==> src/rtl/nes_pad_reader_pkg.sv <==
// NES controller reader: shared state encoding and button bit positions.
// Bit 7 of the button byte is A, bit 0 is right (controller shift order).
package nes_pad_reader_pkg;

    typedef enum logic [2:0] {
        ST_IDLE  = 3'd0,
        ST_LATCH = 3'd1,
        ST_LOW   = 3'd2,
        ST_HIGH  = 3'd3,
        ST_DONE  = 3'd4
    } state_e;

    localparam logic [2:0] BTN_A      = 3'd7;
    localparam logic [2:0] BTN_B      = 3'd6;
    localparam logic [2:0] BTN_SELECT = 3'd5;
    localparam logic [2:0] BTN_START  = 3'd4;
    localparam logic [2:0] BTN_UP     = 3'd3;
    localparam logic [2:0] BTN_DOWN   = 3'd2;
    localparam logic [2:0] BTN_LEFT   = 3'd1;
    localparam logic [2:0] BTN_RIGHT  = 3'd0;

    // Shift slot for the idx-th serial bit: first bit out is A.
    function automatic logic [2:0] btn_slot(input logic [2:0] idx);
        return BTN_A - idx;
    endfunction

endpackage

==> src/rtl/nes_pad_if.sv <==
// NES controller wire bundle: latch and clock to the pad, data back.
// master = reader (drives latch/clk), slave = controller (drives data).
interface nes_pad_if;

    logic pad_latch;
    logic pad_clk;
    logic pad_data;

    modport master (
        output pad_latch,
        output pad_clk,
        input  pad_data
    );

    modport slave (
        input  pad_latch,
        input  pad_clk,
        output pad_data
    );

endinterface

==> src/rtl/nes_half_period_timer.sv <==
// Down-counter for pad bit timing. load: reload with load_val.
// count: enable; tc: high on the last cycle (counter at zero), no wrap.
module nes_half_period_timer #(
    parameter int W = 3
) (
    input  logic         clk,
    input  logic         rst_n,
    input  logic         load,
    input  logic         count,
    input  logic [W-1:0] load_val,
    output logic         tc
);

    logic [W-1:0] cnt_q;
    logic [W-1:0] cnt_d;

    always_comb begin
        cnt_d = cnt_q;
        if (load) begin
            cnt_d = load_val;
        end else if (count && cnt_q != '0) begin
            cnt_d = cnt_q - 1'b1;
        end
    end

    always_ff @(posedge clk) begin
        if (!rst_n) begin
            cnt_q <= '0;
        end else begin
            cnt_q <= cnt_d;
        end
    end

    assign tc = count && (cnt_q == '0);

endmodule

==> src/rtl/nes_pad_reader.sv <==
// NES controller reader: latch, 8 shift clocks, edge-detected report.
// Ports: clk, rst_n (sync), poll, pad (latch/clk/data), buttons,
// pressed, released, valid, busy.
module nes_pad_reader
    import nes_pad_reader_pkg::*;
#(
    parameter int HALF_PERIOD = 150
) (
    input  logic        clk,
    input  logic        rst_n,
    input  logic        poll,
    nes_pad_if.master   pad,
    output logic [7:0]  buttons,
    output logic [7:0]  pressed,
    output logic [7:0]  released,
    output logic        valid,
    output logic        busy
);

    localparam int CW = $clog2(HALF_PERIOD * 2);
    localparam logic [CW-1:0] LATCH_LD = CW'(2 * HALF_PERIOD - 1);
    localparam logic [CW-1:0] HALF_LD  = CW'(HALF_PERIOD - 1);

    state_e     state_q, state_d;
    logic [2:0] idx_q, idx_d;
    logic [7:0] shift_q, shift_d;
    logic [7:0] buttons_q, buttons_d;
    logic [7:0] pressed_q, pressed_d;
    logic [7:0] released_q, released_d;
    logic       valid_q, valid_d;
    logic       latch_q, latch_d;
    logic       pclk_q, pclk_d;

    logic          tmr_load;
    logic          tmr_tc;
    logic [CW-1:0] tmr_val;

    // Every transition is a state change, so reload on any change.
    assign tmr_load = (state_d != state_q);

    always_comb begin
        tmr_val = '0;
        unique case (1'b1)
            (state_d == ST_LATCH): tmr_val = LATCH_LD;
            (state_d == ST_LOW),
            (state_d == ST_HIGH):  tmr_val = HALF_LD;
            default:               tmr_val = '0;
        endcase
    end

    nes_half_period_timer #(
        .W (CW)
    ) u_timer (
        .clk      (clk),
        .rst_n    (rst_n),
        .load     (tmr_load),
        .count    (busy),
        .load_val (tmr_val),
        .tc       (tmr_tc)
    );

    always_comb begin
        state_d    = state_q;
        idx_d      = idx_q;
        shift_d    = shift_q;
        buttons_d  = buttons_q;
        pressed_d  = '0;
        released_d = '0;
        valid_d    = 1'b0;
        unique case (state_q)
            ST_IDLE: begin
                if (poll) begin
                    state_d = ST_LATCH;
                    idx_d   = '0;
                end
            end
            ST_LATCH: begin
                if (tmr_tc) state_d = ST_LOW;
            end
            ST_LOW: begin
                if (tmr_tc) begin
                    shift_d[btn_slot(idx_q)] = ~pad.pad_data;
                    state_d = ST_HIGH;
                end
            end
            ST_HIGH: begin
                if (tmr_tc) begin
                    idx_d = idx_q + 3'd1;
                    if (idx_q == 3'd7) begin
                        // Report regs load on DONE entry so the
                        // new byte and valid coincide with DONE.
                        state_d    = ST_DONE;
                        buttons_d  = shift_q;
                        pressed_d  = shift_q & ~buttons_q;
                        released_d = ~shift_q & buttons_q;
                        valid_d    = 1'b1;
                    end else begin
                        state_d = ST_LOW;
                    end
                end
            end
            ST_DONE: state_d = ST_IDLE;
            default: state_d = ST_IDLE;
        endcase
    end

    // Pad strobes follow the next state so they line up with it.
    assign latch_d = (state_d == ST_LATCH);
    assign pclk_d  = (state_d == ST_HIGH);

    always_ff @(posedge clk) begin
        if (!rst_n) begin
            state_q    <= ST_IDLE;
            idx_q      <= '0;
            shift_q    <= '0;
            buttons_q  <= '0;
            pressed_q  <= '0;
            released_q <= '0;
            valid_q    <= 1'b0;
            latch_q    <= 1'b0;
            pclk_q     <= 1'b0;
        end else begin
            state_q    <= state_d;
            idx_q      <= idx_d;
            shift_q    <= shift_d;
            buttons_q  <= buttons_d;
            pressed_q  <= pressed_d;
            released_q <= released_d;
            valid_q    <= valid_d;
            latch_q    <= latch_d;
            pclk_q     <= pclk_d;
        end
    end

    assign pad.pad_latch = latch_q;
    assign pad.pad_clk   = pclk_q;
    assign buttons       = buttons_q;
    assign pressed       = pressed_q;
    assign released      = released_q;
    assign valid         = valid_q;
    assign busy          = (state_q != ST_IDLE);

endmodule

==> src/flat_wrapper.sv <==
// flat-port wrapper written by rule: the top's interface ports become plain ports
module nes_pad_reader_flat import nes_pad_reader_pkg::*;
#(
    parameter int HALF_PERIOD = 150
)
  (clk, rst_n, poll, buttons, pressed, released, valid, busy, pad_pad_latch, pad_pad_clk, pad_pad_data);
  nes_pad_if pad_i ();
  input  logic clk;
  input  logic rst_n;
  input  logic poll;
  output logic [7:0] buttons;
  output logic [7:0] pressed;
  output logic [7:0] released;
  output logic valid;
  output logic busy;
  output wire logic [$bits(pad_i.pad_latch)-1:0] pad_pad_latch;
  output wire logic [$bits(pad_i.pad_clk)-1:0] pad_pad_clk;
  input wire logic [$bits(pad_i.pad_data)-1:0] pad_pad_data;
  assign pad_pad_latch = pad_i.pad_latch;
  assign pad_pad_clk = pad_i.pad_clk;
  assign pad_i.pad_data = pad_pad_data;
  nes_pad_reader #(.HALF_PERIOD(HALF_PERIOD)) u_core (.clk(clk), .rst_n(rst_n), .poll(poll), .pad(pad_i), .buttons(buttons), .pressed(pressed), .released(released), .valid(valid), .busy(busy));
endmodule
==> config.mk <==
export PLATFORM = sky130hd
export DESIGN_NAME = nes_pad_reader_flat
export DESIGN_NICKNAME = d
export VERILOG_FILES = /design/src/rtl/nes_pad_reader_pkg.sv /design/src/rtl/nes_pad_if.sv /design/src/rtl/nes_half_period_timer.sv /design/src/rtl/nes_pad_reader.sv /design/src/flat_wrapper.sv
export SDC_FILE = /design/constraint.sdc
export NUM_CORES = 1
export LEC_CHECK = 0
export ABC_CLOCK_PERIOD_IN_PS = 8400
export CORE_ASPECT_RATIO = 1.2
export CORE_UTILIZATION = 40
export CTS_CLUSTER_SIZE = 14
export DETAILED_ROUTE_END_ITERATION = 8
export SLEW_MARGIN = 20
export SYNTH_ARGS = -nofsm -noshare
export SYNTH_HDL_FRONTEND = slang
export SYNTH_HIERARCHICAL = 1
export SYNTH_SLANG_ARGS = --single-unit
==> constraint.sdc <==
create_clock -name clk -period 8.4 [get_ports clk]
set_input_delay 2.52 -clock clk [delete_from_list [all_inputs] [get_ports clk]]
set_output_delay 2.52 -clock clk [all_outputs]
set_load 0.01 [all_outputs]
After elaboration in Yosys (flattened, before gate mapping)
Cells that the tools add are included.

Flip-flop bits (word level): 50. Bits in latches: 0. RAM bits: 0. Memory bits (read-only): 0. Word-level logic and storage cells: 61. Memories kept: 0.

$add $sub $neg: 3. Multiply operators: 0. Divide/modulo/power cells: 0. Order comparisons: 2. Equal/unequal tests: 10. Shifts and indexed selects: 0. Mux-type cells: 16. Bitwise logic cells: 5. Reduce and logical (&&, ||, !) cells: 15.

Operator list (count): 3-bit two-way mux (7); 9-bit two-way mux (2); 9-bit one-hot mux with 2 select lines (1); 8-bit bitwise AND (2); 8-bit inverter (2); 3-bit by 2-bit == test with 1-bit output, second input constant (4); 3-bit one-hot mux with 4 select lines (1); 9-bit logical NOT (1); 3-bit AND reduction (3); 9-bit nonzero test (1); 9-bit by 1-bit subtractor with 9-bit output, second input constant (1); 8-bit bitwise mux (1); 3-bit by 1-bit == test with 1-bit output, second input constant (2); 3-bit one-hot mux with 2 select lines (1); 3-bit by 4-bit < comparator with 1-bit output, second input constant (1); 4-bit AND reduction (1); 2-bit nonzero test (2); 3-bit by 1-bit adder with 3-bit output, second input constant (1); 1-bit demux with 3-bit select (1); 3-bit == test, second input constant (1); 3-bit by 1-bit >= comparator with 1-bit output, second input constant (1); 1-bit logical AND (3); 3-bit logical NOT (1); 3-bit != test (1); 8 further kinds (9).

Depth between registers and ports, before layout
Depth after elaboration: 8. Gate-level depth with buffers: 11.

Cells and area by module
Netlist, hierarchy kept.

Modules (own cells, without submodules): nes_pad_reader (times used 1, cells each 153, area each 1652.8 sq um); nes_half_period_timer (times used 1, cells each 58, area each 510.5 sq um).

Least setup slack after synthesis
No wires, ideal clock.

Kind: input-to-reg. From: in poll. To: reg u_core.u_timer.cnt_q[5]. Data arrival time: 3.472 ns. Required time: 8.265 ns. Setup slack: 4.793 ns. Cell stages on the path: 6. Path through: nand2b_1 o211ai_1 inv_1 clkbuf_1 o21ai_0 a31oi_1.

RTL lines: start, declared (line flat_wrapper.sv:10) `input logic poll;`; 3-bit two-way mux (*) (line nes_pad_reader.sv:72) `if (poll) begin`; 3-bit one-hot mux with 4 select lines (*) (line nes_pad_reader.sv:70) `unique case (state_q)`; 3-bit != test (*) (line nes_pad_reader.sv:39) `assign tmr_load = (state_d != state_q);`; named net u_core.tmr_load (line nes_pad_reader.sv:34) `logic tmr_load;`; 9-bit two-way mux / 2-bit nonzero test (equally long branches); end signal, assigned (line nes_half_period_timer.sv:30) `cnt_q <= cnt_d;`; end, declared (line nes_half_period_timer.sv:14) `logic [W-1:0] cnt_q;`.

The timed path passes the listed nets; every way through them passes the cells marked *. A chain may end at the register's enable or synchronous reset.

Final worst setup path
From: reg u_core.state_q[1]. To: out busy.

Word-level cells in the longest chain between the ends: 1.

Ends and longest elaborated chain: start, declared (line nes_pad_reader.sv:24) `state_e state_q, state_d;`; start signal, assigned (line nes_pad_reader.sv:123) `state_q <= state_d;`; 3-bit nonzero test (line nes_pad_reader.sv:141) `assign busy = (state_q != ST_IDLE);`; end, declared (line flat_wrapper.sv:15) `output logic busy;`.

No other way between the ends.

==> impl_metrics.ini <==
[hold_path]
hp-class = reg -> reg

[detailed_routing]
drtPass1Iterations = 4
route.top_layer_used = met4
viasPerCell = 5.29
post_drt_wl_per_cell_um = 12.9
drc_errors = 0
vias = 1565
wl_met1_um = 1960
drtIter0Drc = 82
antenna_left = 0
wl_met2_um = 1670
drt_wl_total_um = 3810
dr_wl_met3_um = 112

[timing]
timing.max_slew.rel_slack = 0.646
worst_hold_slack_ns = 0.458
rsz0062_at_grt = false
fin_setup_tns_ns = 0
setup_viol = 0
worst_pin_slew_ns = 0.530
finalHoldViolations = 0
fin_skew_ns = 0.00882
clock.fmax_mhz = 236
fin_crit_sh = 0.505
post-route-min-period_ns = 4.24
slew_violations = 0

[logic_synthesis]
avgSynthCellArea_um2 = 10.3
ys_warn_count = 6
synth-seq-cells = 50
synth_area_leaders = dfxtp_1, mux2i_1, nor3b_2, nand2_1, nor3b_1
synth_fp_nets = 218
synth_edf_count = 0
synth_largest_area_cell = dfxtp_1
synth_cell_type_count = 52
async_reset_ff_frac = 0
ys_seq_area_frac = 0.463
synth_cells = 211
synth_top_cell_area_share = 0.463
ys.flop_type = dfxtp_1
synth_area_um2 = 2160

[die]
num_rows = 28
initial_core_util = 0.426
die_width_um = 69.1
core_um2 = 5080
die_area_um2 = 5710
die_h_um = 82.6
io_pins = 32

[clock_network]
clk_latency_ns = 0.30
clkSinkCount = 50
cts_buffers = 5
cts_tree = done
cts_resized = 0
clockRootBuffer = clkbuf_8
postCtsHoldBufs = 0
h-tree-depth = 2
clockBufferDepth = 2
post_cts_buffers = 0
clk_transition_reported_paths_ns = 0.09

[global_route]
grt.overflow.total = 0
antenna_found_initial = 0
grt.total_usage = 0.142
grt_max_degree = 38
grt_pass1_vias = 1352
grt_pass1_wl_um = 6360

[run_status]
status = complete, no violations

[finish]
layout.nets = 243
area_growth_pct = 19.5
drive_gt1_frac = 0.110
diodes = 0

[flow_run]
maxCapViolCount = 0

[critical_path]
cp_data_required_time_ns = 5.88
path_class = reg -> out
cp-start-kind = flip-flop
cp.arrival_ns = 1.72
cp_max_fo = 13
worst_setup_path_end_kind = output port

[power_and_ir_drop]
peakVddDrop_mv = 0.0801
leakagePower_uw = 0.000904
power_density_nw_per_um2 = 184

[place]
portBuffers = 31
place.detailed.hpwl_um = 2520
place_congestion = 0.730
==> cells by family after synthesis <==
kind of cell	share of synthesized area
adder cells (fa/ha/maj)	0.0174
AND/OR/NAND/NOR	0.292
XOR/XNOR	0.0121
AO/OA/AOI/OAI	0.0833
other	0.00173
multiplexers	0.0879
flip-flops	0.463
buffers and inverters	0.0428
==> stage by stage <==
stage	cell area [µm²]	power, µW	setup WS [ns]	std cells	utilization
after CTS	2590	482	4.14	296	0.509
after global routing	2590	501	4.07	296	0.509
final	2590	476	4.16	296	0.509
after global placement	2480	316	4.15	289	0.488
after floorplan	2160	306	4.79	211	-
after detailed placement	2480	315	4.08	289	0.488
==> worst paths after layout <==
path,start,endpoint,slack [ns],depth (start not counted)
min,u_core/shift_q[2],u_core/released[2],0.46,1
min reg2reg,u_core/shift_q[2],u_core/released[2],0.46,1
max,u_core/state_q[1],busy,4.16,2
max reg2reg,u_core/u_timer/cnt_q[3],u_core/u_timer/cnt_q[4],5.39,8
==> cell usage in the layout (no fill, tap or decap), drive strengths merged, types with 2 or more instances in the layout <==
| cell type | netlist | layout |
|---|---|---|
| nor4b | 4 | 4 |
| xnor2 | 3 | 3 |
| or4 | 3 | 3 |
| a21oi | 2 | 2 |
| inv | 4 | 4 |
| o21ai | 10 | 10 |
| mux2i | 19 | 19 |
| nor3 | 2 | 2 |
| and4b | 2 | 2 |
| a211oi | 3 | 3 |
| nand3 | 5 | 5 |
| or3 | 2 | 2 |
| dfxtp | 50 | 50 |
| or4b | 3 | 3 |
| nor3b | 17 | 17 |
| clkbuf | 6 | 5 |
| and2 | 3 | 3 |
| nand4b | 2 | 2 |
| nor2 | 7 | 7 |
| clkdlybuf4s50 | 0 | 31 |
| ha | 3 | 3 |
| a31oi | 3 | 3 |
| nand4 | 3 | 3 |
| nand2b | 6 | 6 |
| nand2 | 23 | 23 |
| and3 | 3 | 3 |
==> cell usage after synthesis, drive strengths merged, types with 2 or more instances <==
cell,instances
nor3b,17
inv,4
nand2b,6
nor2,7
nor3,2
and2,3
ha,3
and3,3
a21oi,2
nand4b,2
xnor2,3
nand4,3
or4b,3
buf,8
a31oi,3
nor4b,4
a211oi,3
nand3,5
or3,2
nand2,23
dfxtp,50
clkbuf,6
and4b,2
or4,3
mux2i,19
o21ai,10
==> flip-flops by register name (all words and copies together) (netlist names) <==
| name | cells |
|---|---|
| u_core/idx_q | 3 |
| u_core/pad.pad_latch | 1 |
| u_core/buttons | 8 |
| u_core/pressed | 8 |
| u_core/pad.pad_clk | 1 |
| u_core/u_timer/cnt_q | 9 |
| u_core/state_q | 3 |
| u_core/shift_q | 8 |
| u_core/released | 8 |
| u_core/valid | 1 |
==> worst max-delay path, stage by stage (launching register included) <==
cell             delay [ns]
dfxtp_1                0.43
or3_1                  0.49
clkdlybuf4s50_1        0.51
==> cell type report <==
cell class / count / area (µm²)
clock buffers: 5 / 68.8
clock inverters: 2 / 38.8
fillers: 470 / 2490
inverters: 4 / 15.0
multi-input cells: 143 / 1070
flip-flops and latches: 50 / 1000
well taps: 60 / 75.1
repair buffers: 32 / 318
==> power by group <==
group,internal (µW),switching [µW],leakage [µW]
clock,87.6,78.0,0.0000542
sequential,245,8.48,0.000405
combinational,26.0,30.4,0.000445
total,359,117,0.000904
==> per-layer routing <==
| layer | vias to the layer above | GRT usage |
|---|---|---|
| li1 | 809 | - |
| met1 | 729 | 0.188 |
| met2 | 21 | 0.218 |
| met3 | 6 | 0.0364 |
| met4 | 0 | 0.0612 |
| met5 | - | 0 |
No activity file was read; power rests on OpenSTA's default activity.
